## src/rtl/nv_nvdla_sync_pkg.sv

```systemverilog
// nv_nvdla_sync_pkg: shared constants and elaboration helpers for the strict synchroniser family
package nv_nvdla_sync_pkg;
    localparam int SYNC_MIN_STAGES = 2;

    // Ceiling log2, never below 1 so a counter always has at least one bit
    function automatic int clog2(input int v);
        int w = 1;
        while ((1 << w) < v) w++;
        return w;
    endfunction

    function automatic bit stages_ok(input int stages);
        return stages >= SYNC_MIN_STAGES;
    endfunction
endpackage

```

## src/rtl/nv_nvdla_sync_filter_chn.sv

```systemverilog
// nv_nvdla_sync_filter_chn: one channel of flop chain, stability filter, edge pulses and sticky event
module nv_nvdla_sync_filter_chn
    import nv_nvdla_sync_pkg::*;
#(
    parameter int   STAGES   = 3,
    parameter int   FILT_CYC = 0,
    parameter logic RST_VAL  = 1'b0
) (
    input  logic o_clk,
    input  logic o_rst,
    input  logic sync_i,
    input  logic evt_clr_i,
    output logic sync_o,
    output logic rise_o,
    output logic fall_o,
    output logic evt_o
);
    localparam int CW = clog2(FILT_CYC + 1);

    (* ASYNC_REG = "TRUE" *) logic [STAGES-1:0] stage;
    logic [CW-1:0] cnt;
    logic s;
    logic acc;

    assign s   = stage[STAGES-1];
    assign acc = (s != sync_o) && (cnt == CW'(FILT_CYC));

    // Counter restarts whenever s agrees with the output or a change is accepted
    always_ff @(posedge o_clk or posedge o_rst) begin
        if (o_rst) begin
            stage  <= {STAGES{RST_VAL}};
            cnt    <= '0;
            sync_o <= RST_VAL;
            rise_o <= 1'b0;
            fall_o <= 1'b0;
            evt_o  <= 1'b0;
        end else begin
            stage  <= {stage[STAGES-2:0], sync_i};
            cnt    <= (s == sync_o || acc) ? '0 : cnt + CW'(1);
            sync_o <= acc ? s : sync_o;
            rise_o <= acc & s;
            fall_o <= acc & ~s;
            evt_o  <= acc | (evt_o & ~evt_clr_i);
        end
    end
endmodule

```

## src/rtl/nv_nvdla_sync_filter.sv

```systemverilog
// nv_nvdla_sync_filter: WIDTH independent filtered strict synchronisers into the o_clk domain
module nv_nvdla_sync_filter
    import nv_nvdla_sync_pkg::*;
#(
    parameter int   WIDTH    = 1,
    parameter int   STAGES   = 3,
    parameter int   FILT_CYC = 0,
    parameter logic RST_VAL  = 1'b0
) (
    input  logic             o_clk,
    input  logic             o_rst,
    input  logic [WIDTH-1:0] sync_i,
    input  logic [WIDTH-1:0] evt_clr_i,
    output logic [WIDTH-1:0] sync_o,
    output logic [WIDTH-1:0] rise_o,
    output logic [WIDTH-1:0] fall_o,
    output logic [WIDTH-1:0] evt_o
);
    if (!stages_ok(STAGES)) begin : g_bad_stages
        $error("nv_nvdla_sync_filter: STAGES must be at least 2");
    end

    // Channels are deliberately uncoupled; multi-bit buses must be Gray-coded or quasi-static
    for (genvar g = 0; g < WIDTH; g++) begin : g_chn
        nv_nvdla_sync_filter_chn #(
            .STAGES  (STAGES),
            .FILT_CYC(FILT_CYC),
            .RST_VAL (RST_VAL)
        ) u_chn (
            .o_clk    (o_clk),
            .o_rst    (o_rst),
            .sync_i   (sync_i[g]),
            .evt_clr_i(evt_clr_i[g]),
            .sync_o   (sync_o[g]),
            .rise_o   (rise_o[g]),
            .fall_o   (fall_o[g]),
            .evt_o    (evt_o[g])
        );
    end
endmodule

```

## config.mk

```make
export PLATFORM = sky130hd
export DESIGN_NAME = nv_nvdla_sync_filter
export DESIGN_NICKNAME = d
export VERILOG_FILES = /design/src/rtl/nv_nvdla_sync_pkg.sv /design/src/rtl/nv_nvdla_sync_filter_chn.sv /design/src/rtl/nv_nvdla_sync_filter.sv
export SDC_FILE = /design/constraint.sdc
export NUM_CORES = 1
export LEC_CHECK = 0
export CORE_AREA = 2 2 39 41
export CTS_CLUSTER_SIZE = 28
export DETAILED_ROUTE_END_ITERATION = 16
export DIE_AREA = 0 0 41 43
export PLACE_DENSITY = 0.37
export SLEW_MARGIN = 10
export SYNTH_ARGS = -nofsm -noshare
export SYNTH_HDL_FRONTEND = slang
export SYNTH_HIERARCHICAL = 1
export SYNTH_SLANG_ARGS = --single-unit
```

## constraint.sdc

```tcl
create_clock -name o_clk -period 2.1 [get_ports o_clk]
set_input_delay 0.42 -clock o_clk [delete_from_list [all_inputs] [get_ports o_clk]]
set_output_delay 0.42 -clock o_clk [all_outputs]
set_load 0.005 [all_outputs]
```

==> summary.md <==
- **Internal** 250 uW
- **startpoint-to-endpoint class of the critical path** flip-flop to primary output
- **via count of the first global-routing pass** 136
- **I/O Pins** 8
- **fraction of final layout cells sized beyond drive strength 1** 0.107
- **cell type with the highest aggregate area in the netlist** dfrtp_1
- **sum of negative setup slack** 0 ns
- **Post-synth EDFFs** 0
- **vias after detailed routing** 155
- **top_reg_cell synth** dfrtp_1
- **routability congestion estimate** 0.603
- **H-tree level count** 1
- **number of hold buffers added after cts** 0
- **global-route wire length before repair** 558 um
- **initial standard-cell utilization of the core** 0.182
- **std cell rows** 14
- **fillcell total** 150
- **CTS Root Cell** clkbuf_4
- **DR WL/cell** 7.61 um
- **highest clock rate** 626 MHz
- **Synth top area share** 0.796
- **fin crit share** 0.761
- **post-layout total power** 315 uW
- **run status** complete, no violations
- **Netlist Area Pre-Place** 251 um^2
- **hold slack** 0.342 ns
- **Max Slew Vio Count** 0
- **async set or reset register ratio after synthesis** 1.00
- **share of total power in combinational logic** 0.097
- **aggregate global routing overflow** 0
- **synthesized area per cell** 14.0 um^2
- **number of buffers on the longest clock path** 2
- **clock share of power** 0.361
- **share of total power consumed by net switching** 0.205
- **critical path's largest stage delay** 0.52 ns
- **die area** 0.00176 mm^2
- **crit path time final** 1.60 ns
- **worst supply voltage drop on vdd** 0.299 mV
- **Post-CTS Setup Inserts** 0
- **net switching component of the power** 64.5 uW
- **worst path cell trace** clkdlybuf4s50_1
- **pin count of the biggest net entering global routing** 9
- **count of unresolved DRC violations after routing** 0
- **final hold violation count** 0
- **min setup slack post-route** 0.503 ns
- **width of the chip** 41 um
- **required time reported for the critical path endpoint** 1.68 ns
- **Mapped Nets** 22
- **critical path arrival** 1.18 ns
- **maximum fanout count along the critical path** 5
- **proportion of power drawn by flip-flops and latches** 0.542
- **dominant cell by count in the synthesized netlist** dfrtp_1
- **CORE AREA** 0.00138 mm^2
- **leading cell types by total area after synthesis** dfrtp_1 80%, xnor2_1 3.5%, inv_1 3.0%
- **Yosys warning total** 6
- **Crit-path slowest cell** clkdlybuf4s50_1
- **Final Net Count** 34
- **most used standard cells in the synthesized netlist** 8 x dfrtp_1, 2 x inv_1, 2 x nand2_1
- **register bit count reported by yosys** 8
- **critical path's top delay family** buffers and inverters
- **number of buffer and inverter stages on the critical path** 1
- **relative area change from synthesis to final layout** 44.8%
- **diode count** 0
- **dpl ws** 0.759 ns
- **number of different library cells in the post-synthesis netlist** 9
- **number of clock buffers inserted by TritonCTS** 3
- **Die Span Y** 43 um
- **aggregate global-route resource usage** 0.0558
- **areal power density over the cells** 864 mW/mm^2
- **CTS-repair resized insts** 0
- **final setup skew** 0.00479 ns
- **cell count after synthesis** 18
- **Max Cap Violations** 0
- **HP Class** flip-flop to flip-flop
- **detailed-route wire length** 335 um
- **first drt pass iteration count** 2
- **insertion delay of the later-clocked pin in the worst-skew pair** 0.25 ns
- **final setup vio count** 0
- **worst reg-to-reg setup slack** 1.31 ns
- **Antenna Violating Nets Remaining** 0
- **initial antenna violation count** 0
- **HPWL Detailed** 262 um
- **mean number of vias per cell** 3.52
- **cell leakage power** 0.167 nW
- **Critical Path Source Type** flip-flop
- **TritonCTS clock tree** done
- **clock-pin slew on the worst setup and hold paths** 0.05 ns
- **setup repair after global routing missed its margin** false
- **crit end category** primary output
- **# port buffers** 7
- **Seq/Total Area, Yosys** 0.796
- **detailed router's first-iteration violation count** 2
- **clk sinks** 8
[through the flow]
step,instance area [um^2],util,std cells
detailed placement,342,0.247,41
finish,364,0.263,44
global route,364,0.263,44
CTS,364,0.263,44
floorplan,251,-,18
global placement,342,0.247,41
[metal layers]
| layer | GRT usage | vias to the layer above | wire, um |
|---|---|---|---|
| met5 | 0 | - | 0 |
| met3 | 0.0785 | 0 | 58 |
| met2 | 0.0625 | 10 | 153 |
| li1 | - | 73 | - |
| met4 | 0.0200 | 0 | 0 |
| met1 | 0.0567 | 72 | 123 |
[worst paths after layout]
path,from,to,cells after the start
setup / recovery,g_chn[0].u_chn/sync_o,sync_o,1
min in group asynchronous,o_rst,g_chn[0].u_chn/stage[2],2
setup reg to reg,g_chn[0].u_chn/sync_o,g_chn[0].u_chn/evt_o,2
max in group asynchronous,o_rst,g_chn[0].u_chn/sync_o,2
hold / removal,g_chn[0].u_chn/stage[1],g_chn[0].u_chn/stage[2],0
hold reg to reg,g_chn[0].u_chn/stage[1],g_chn[0].u_chn/stage[2],0
[layout make-up]
type / count / area (um^2) / area share
Inverter: 2 / 7.51 / 0.0206
Timing Repair Buffer: 7 / 70.1 / 0.192
Sequential cell: 8 / 200 / 0.550
Multi-Input combinational cell: 8 / 43.8 / 0.120
Clock buffer: 3 / 22.5 / 0.0619
Tap cell: 16 / 20.0 / 0.0550
[power groups by stage]
stage / Combinational, mW / Sequential (mW) / Clock [mW]
2_1_floorplan: 0.0105 / 0.173 / 0
3_3_place_gp: 0.0312 / 0.173 / 0
3_5_place_dp: 0.0315 / 0.174 / 0
4_1_cts: 0.0316 / 0.171 / 0.120
5_1_grt: 0.0341 / 0.172 / 0.126
6_report: 0.0304 / 0.171 / 0.114
[cells by family after synthesis]
kind of cell / Yosys count / share of synthesized area
flops: 8 / 0.796
simple gates: 5 / 0.0995
buf+inv: 2 / 0.0299
compound gates: 1 / 0.0249
xor+xnor: 1 / 0.0348
other cells: 1 / 0.0149
[placed cells by master, fill, tap and decap left out]
cell type        instances
conb_1                   1
inv_1                    2
nor3b_1                  1
dfrtp_1                  8
xnor2_1                  1
nand2_1                  2
nand2b_1                 1
clkbuf_4                 3
nor2_1                   1
clkdlybuf4s50_1          7
o22ai_1                  1
[flip-flops by register name (all words and copies together) (netlist names)]
signal              count
g_chn.u_chn/cnt         1
g_chn.u_chn/evt_o       1
g_chn.u_chn/fall_o      1
g_chn.u_chn/rise_o      1
g_chn.u_chn/stage       3
g_chn.u_chn/sync_o      1
Power figures use the tool's default switching activity.
